==> config.mk <==
export PLATFORM = sky130hd
export DESIGN_NAME = load_store_unit
export DESIGN_NICKNAME = d
export VERILOG_FILES = /design/src/rtl/lsu_pkg.sv /design/src/rtl/load_extend.sv /design/src/rtl/load_store_unit.sv
export SDC_FILE = /design/constraint.sdc
export NUM_CORES = 1
export LEC_CHECK = 0
export BUFFER_PORTS_ARGS = -buffer_cell sky130_fd_sc_hd__buf_2
export CORE_MARGIN = 5
export CORE_UTILIZATION = 51
export CTS_BUF_LIST = sky130_fd_sc_hd__clkbuf_2 sky130_fd_sc_hd__clkbuf_4 sky130_fd_sc_hd__clkbuf_8
export DETAILED_ROUTE_END_ITERATION = 8
export HOLD_SLACK_MARGIN = 0.03
export PLACE_DENSITY = 0.82
export SYNTH_ARGS = -nofsm -noshare
export SYNTH_HDL_FRONTEND = slang
export SYNTH_SLANG_ARGS = --single-unit
==> constraint.sdc <==
create_clock -name clk -period 2.44 [get_ports clk]
set_input_delay 0.244 -clock clk [delete_from_list [all_inputs] [get_ports clk]]
set_output_delay 0.244 -clock clk [all_outputs]
set_load 0.005 [all_outputs]
==> src/rtl/lsu_pkg.sv <==
// Shared types and constants for the load/store unit.
//   lsu_state_t : access FSM states
//   F3_*        : RISC-V load/store funct3 encodings
//   lsu_legal() : request legality (funct3 + alignment)
package lsu_pkg;

    typedef enum logic [1:0] {
        IDLE = 2'd0,
        WAIT = 2'd1,
        DONE = 2'd2
    } lsu_state_t;

    localparam logic [2:0] F3_B  = 3'b000;
    localparam logic [2:0] F3_H  = 3'b001;
    localparam logic [2:0] F3_W  = 3'b010;
    localparam logic [2:0] F3_BU = 3'b100;
    localparam logic [2:0] F3_HU = 3'b101;

    // Unsigned variants exist only for loads; halfwords need even addresses,
    // words need 4-byte alignment.
    function automatic logic lsu_legal(input logic       is_store,
                                       input logic [2:0] funct3,
                                       input logic [1:0] addr_lo);
        logic ok;
        case (funct3)
            F3_B:    ok = 1'b1;
            F3_BU:   ok = !is_store;
            F3_H:    ok = !addr_lo[0];
            F3_HU:   ok = !is_store && !addr_lo[0];
            F3_W:    ok = (addr_lo == 2'b00);
            default: ok = 1'b0;
        endcase
        return ok;
    endfunction

endpackage

==> src/rtl/load_extend.sv <==
// Load data lane select and extension (combinational).
//   funct3  : access size/sign
//   addr_lo : byte offset within the word
//   word    : raw bus read word
//   data    : sign/zero-extended load result (LW passes the word through)
module load_extend
    import lsu_pkg::*;
(
    input  logic [2:0]  funct3,
    input  logic [1:0]  addr_lo,
    input  logic [31:0] word,
    output logic [31:0] data
);

    logic [7:0]  byte_lane;
    logic [15:0] half_lane;

    always_comb begin
        byte_lane = word[7:0];
        unique case (addr_lo)
            2'd0: byte_lane = word[7:0];
            2'd1: byte_lane = word[15:8];
            2'd2: byte_lane = word[23:16];
            2'd3: byte_lane = word[31:24];
            default: byte_lane = word[7:0];
        endcase
        half_lane = addr_lo[1] ? word[31:16] : word[15:0];
    end

    always_comb begin
        data = word;
        case (funct3)
            F3_B:    data = {{24{byte_lane[7]}}, byte_lane};
            F3_BU:   data = {24'd0, byte_lane};
            F3_H:    data = {{16{half_lane[15]}}, half_lane};
            F3_HU:   data = {16'd0, half_lane};
            default: data = word;
        endcase
    end

endmodule

==> src/rtl/load_store_unit.sv <==
// Data-memory access stage. Accepts one load/store at a time, drives a
// word-addressed bus with byte enables, waits for a variable-latency ack
// (bounded by TIMEOUT cycles) and returns an extended load result.
//   clk, rst_n           : clock, async active-low reset
//   req_valid, is_store,
//   funct3, addr, wdata  : request from execute
//   stall                : hold pipeline while accepting / waiting
//   done, err, rdata     : completion pulse, error flag, held load result
//   mem_*                : data-memory bus
module load_store_unit
    import lsu_pkg::*;
#(
    parameter int unsigned TIMEOUT = 255
) (
    input  logic        clk,
    input  logic        rst_n,
    input  logic        req_valid,
    input  logic        is_store,
    input  logic [2:0]  funct3,
    input  logic [31:0] addr,
    input  logic [31:0] wdata,
    output logic        stall,
    output logic        done,
    output logic        err,
    output logic [31:0] rdata,
    output logic        mem_req,
    output logic        mem_we,
    output logic [31:0] mem_addr,
    output logic [3:0]  mem_be,
    output logic [31:0] mem_wdata,
    input  logic [31:0] mem_rdata,
    input  logic        mem_ack
);

    localparam int unsigned CntW = (TIMEOUT < 1) ? 1 : $clog2(TIMEOUT + 1);
    localparam logic [CntW-1:0] CntLast = CntW'(TIMEOUT - 1);

    lsu_state_t      state_q, state_d;
    logic            is_store_q, is_store_d;
    logic [2:0]      f3_q, f3_d;
    logic [1:0]      off_q, off_d;
    logic [31:0]     mem_addr_q, mem_addr_d;
    logic [3:0]      be_q, be_d;
    logic [31:0]     mem_wdata_q, mem_wdata_d;
    logic [CntW-1:0] cnt_q, cnt_d;
    logic            err_q, err_d;
    logic [31:0]     rdata_q, rdata_d;

    logic            req_legal;
    logic [3:0]      be_new;
    logic [31:0]     wdata_new;
    logic [31:0]     ext_data;

    load_extend u_load_extend (
        .funct3  (f3_q),
        .addr_lo (off_q),
        .word    (mem_rdata),
        .data    (ext_data)
    );

    // Byte enables and lane-replicated store data for the incoming request.
    // Loads drive no byte enables.
    always_comb begin
        req_legal = lsu_legal(is_store, funct3, addr[1:0]);
        be_new    = 4'b0000;
        wdata_new = wdata;
        case (funct3[1:0])
            2'b00: begin
                be_new    = 4'b0001 << addr[1:0];
                wdata_new = {4{wdata[7:0]}};
            end
            2'b01: begin
                be_new    = addr[1] ? 4'b1100 : 4'b0011;
                wdata_new = {2{wdata[15:0]}};
            end
            default: begin
                be_new    = 4'b1111;
                wdata_new = wdata;
            end
        endcase
        if (!is_store) begin
            be_new = 4'b0000;
        end
    end

    always_comb begin
        state_d     = state_q;
        is_store_d  = is_store_q;
        f3_d        = f3_q;
        off_d       = off_q;
        mem_addr_d  = mem_addr_q;
        be_d        = be_q;
        mem_wdata_d = mem_wdata_q;
        cnt_d       = cnt_q;
        err_d       = err_q;
        rdata_d     = rdata_q;

        unique case (state_q)
            IDLE: begin
                if (req_valid) begin
                    if (req_legal) begin
                        is_store_d  = is_store;
                        f3_d        = funct3;
                        off_d       = addr[1:0];
                        mem_addr_d  = {addr[31:2], 2'b00};
                        be_d        = be_new;
                        mem_wdata_d = wdata_new;
                        cnt_d       = '0;
                        state_d     = WAIT;
                    end else begin
                        // Rejected without touching the bus.
                        err_d   = 1'b1;
                        rdata_d = 32'd0;
                        state_d = DONE;
                    end
                end
            end
            WAIT: begin
                // Ack takes priority over a simultaneous timeout.
                if (mem_ack) begin
                    err_d = 1'b0;
                    if (!is_store_q) begin
                        rdata_d = ext_data;
                    end
                    state_d = DONE;
                end else if (cnt_q == CntLast) begin
                    err_d   = 1'b1;
                    state_d = DONE;
                end else begin
                    cnt_d = cnt_q + CntW'(1);
                end
            end
            DONE: begin
                err_d   = 1'b0;
                state_d = IDLE;
            end
            default: begin
                err_d   = 1'b0;
                state_d = IDLE;
            end
        endcase
    end

    always_ff @(posedge clk or negedge rst_n) begin
        if (!rst_n) begin
            state_q     <= IDLE;
            is_store_q  <= 1'b0;
            f3_q        <= 3'd0;
            off_q       <= 2'd0;
            mem_addr_q  <= 32'd0;
            be_q        <= 4'd0;
            mem_wdata_q <= 32'd0;
            cnt_q       <= '0;
            err_q       <= 1'b0;
            rdata_q     <= 32'd0;
        end else begin
            state_q     <= state_d;
            is_store_q  <= is_store_d;
            f3_q        <= f3_d;
            off_q       <= off_d;
            mem_addr_q  <= mem_addr_d;
            be_q        <= be_d;
            mem_wdata_q <= mem_wdata_d;
            cnt_q       <= cnt_d;
            err_q       <= err_d;
            rdata_q     <= rdata_d;
        end
    end

    always_comb begin
        mem_req   = (state_q == WAIT);
        mem_we    = mem_req && is_store_q;
        mem_be    = mem_req ? be_q : 4'b0000;
        mem_addr  = mem_addr_q;
        mem_wdata = mem_wdata_q;
        done      = (state_q == DONE);
        err       = err_q;
        rdata     = rdata_q;
        stall     = ((state_q == IDLE) && req_valid) || (state_q == WAIT);
    end

endmodule

==> impl_metrics.env <==
export IMPL_status="completed"
export IMPL_cp_data_required_time_ps=2790
export IMPL_grt_start_max_net_pins=50
export IMPL_clock_path_buffers=2
export IMPL_yosys_warnings=0
export IMPL_peakVddDrop_mv=0.551
export IMPL_pin_count=209
export IMPL_rr_startpoint="state_q[0]"
export IMPL_ys_ff_latch=115
export IMPL_cts_root_buffer="clkbuf_8"
export IMPL_drc_errors=0
export IMPL_grt_first_pass_wirelength_mm=24.2
export IMPL_n_antenna_cell=0
export IMPL_swShare=0.324
export IMPL_rows=38
export IMPL_hold_path_class="input pin to register"
export IMPL_synth_main_ff_cell="dfrtp_1"
export IMPL_cts_max_level=4
export IMPL_regToRegEndpoint="rdata[25]"
export IMPL_cts_resized=0
export IMPL_critPathMaxFanout=16
export IMPL_wl_per_cell_um=17.9
export IMPL_start_util=0.517
export IMPL_die_h_um=115
export IMPL_synth_edff_count=0
export IMPL_p_comb_frac=0.340
export IMPL_finClkSkew_ps=9.67
export IMPL_post_cts_repair_setup_buffers=0
export IMPL_worstSetupPathType="register to register"
export IMPL_gr_max_usage_layer="met2"
export IMPL_syn_area_mm2=0.00558
export IMPL_cap_violations=0
export IMPL_nets=813
export IMPL_period_needed_ps=2140
export IMPL_critical_path_cell_chain="and4bb_1 > buf_4 > and2_0 > a221o_1"
export IMPL_vias=4699
export IMPL_coreArea_mm2=0.0108
export IMPL_die_width_um=115
export IMPL_setup_violations=0
export IMPL_internal_power_mw=5.06
export IMPL_async_flop_share=1.00
export IMPL_hp_start="addr[21]"
export IMPL_grt_overflow=0
export IMPL_hold_path_end="mem_addr[21]"
export IMPL_period_share=0.877
export IMPL_met1_usage=0.282
export IMPL_power_leakage_nw=3.82
export IMPL_arrival_ps=2490
export IMPL_cp_start_kind="register"
export IMPL_slew_headroom=0.345
export IMPL_drtPass1Iterations=5
export IMPL_slowest_stage="and2_0"
export IMPL_ys_seq_area_frac=0.516
export IMPL_cts_buffers=17
export IMPL_final_common_cell="buf_2"
export IMPL_routed_wl_mm=15.4
export IMPL_layout_common_cells="buf_2 (205), dfrtp_1 (115), nand2_1 (62)"
export IMPL_cts_tree="yes"
export IMPL_hold_violations=0
export IMPL_power_mw=7.48
export IMPL_syn_inst=487
export IMPL_critPathMaxStageDelay_ps=710
export IMPL_areaGrowthSynthToFinish_pct=30.3
export IMPL_slew_violations=0
export IMPL_ctsHoldBuffers=8
export IMPL_cp_end_kind="register"
export IMPL_rsz0062_at_grt="false"
export IMPL_hold_path_depth=2
export IMPL_power_share_sequential=0.414
export IMPL_syn_area_per_cell_um2=11.5
export IMPL_track_usage=0.235
export IMPL_io_buffers=206
export IMPL_ant_nets=0
export IMPL_grt_pass1_vias=4861
export IMPL_routabilityCongestion=0.869
export IMPL_grtUsageMet3=0.0729
export IMPL_rrSetupSlack_ps=300
export IMPL_ff2ff_path_depth=4
export IMPL_use_met2=0.392
export IMPL_dpl_hpwl_mm=11.6
export IMPL_tns_ps=0
export IMPL_p_sw_mw=2.42
export IMPL_tightest_slew_ps=977
export IMPL_drtIter0Drc=396
export IMPL_power_frac_clock=0.246
export IMPL_cts_sinks=115
export IMPL_clk_latency_ps=420
export IMPL_synthDistinctLibCells=55
export IMPL_antenna_found_initial=0
export IMPL_fmax_mhz=468
export IMPL_power_density_mw_per_mm2=1030
export IMPL_dieArea_mm2=0.0131
export IMPL_path_clk_slew_ps=70
export IMPL_drive_above_1_share=0.431
export IMPL_vias_per_cell=5.47
[sequential cells by signal, indices dropped and copies added (netlist names)]
| register | cells |
|---|---|
| mem_wdata | 32 |
| rdata | 32 |
| mem_addr | 30 |
| cnt_q | 8 |
| be_q | 4 |
| f3_q | 3 |
| off_q | 2 |
| state_q | 2 |
| err | 1 |
| is_store_q | 1 |
[power by group through the flow]
stage	Clock, mW	Sequential [mW]	Combinational (mW)
floorplan	0	3.06	1.41
global placement	0	3.07	2.46
detailed placement	0	3.10	2.56
CTS	1.87	3.09	2.56
global route	1.96	3.19	2.80
finish	1.84	3.09	2.54
[metrics by stage]
step	utilization	instance area [um2]	hold WS, ps	setup WS, ps	std cells
6_report	0.673	7270	52.8	301	859
5_1_grt	0.673	7270	30.1	220	859
4_1_cts	0.672	7260	30.6	338	858
3_5_place_dp	0.627	6770	304	350	819
3_3_place_gp	0.627	6770	296	510	819
2_1_floorplan	-	5580	-51.6	756	488
[Yosys cell counts (all sizes together), types with 3 or more instances]
cell type / n / share of area
dfrtp: 115 / 0.52
nand2: 63 / 0.043
o21ai: 55 / 0.049
mux2: 47 / 0.12
mux2i: 31 / 0.056
a21oi: 25 / 0.022
buf: 21 / 0.028
nor2: 21 / 0.015
a221o: 19 / 0.034
clkbuf: 11 / 0.0074
inv: 9 / 0.0061
and2: 7 / 0.0079
nand3: 5 / 0.0045
nor2b: 5 / 0.0056
o221ai: 5 / 0.0079
or3: 5 / 0.0056
nand2b: 4 / 0.0045
or4: 4 / 0.0061
a31oi: 3 / 0.0061
nand4: 3 / 0.0034
o211ai: 3 / 0.0040
[cell families (layout without fill, tap and decap cells)]
kind of cell,after synthesis,after routing,synth area share
fa+ha+maj,2,2,0.00449
simple gates,126,126,0.109
compound gates,123,123,0.145
buf+inv,41,272,0.0417
other cells,1,2,0.000672
flops,115,115,0.516
mux,79,79,0.183
[area by class of cell]
cell class                 instances  area [um2]
fill                             817        3530
sequential                       115        2880
multi-input combinational        332        2480
timing repair buffer             232        1290
clock buffer                      21         277
tap                              140         175
clock inverter                    10         133
inverter                           9        33.8
[worst max path at each step]
stage                          start      endpoint  slack [ps]  cells after the start
after CTS                 state_q[0]     rdata[25]         340                      4
after floorplan           state_q[0]     rdata[22]         760                      7
after global placement     funct3[0]  mem_wdata[7]         510                      5
final                     state_q[0]     rdata[25]         300                      4
after detailed placement  state_q[0]     rdata[25]         350                      4
after global routing      state_q[0]     rdata[25]         220                      4
[critical path, delay by kind of cell (launching register included)]
kind                   cells  cell delay, ps
AO/OA/AOI/OAI              1             280
buffers and inverters      1             220
flip-flops                 1             540
AND/OR/NAND/NOR            2            1030
[layer usage]
metal  wire length (um)  part of all wire
met2               7780              0.51
met5                  0                 0
met1               5910              0.38
met3               1370             0.089
met4                335             0.022
(Power assumes the default switching activity.)
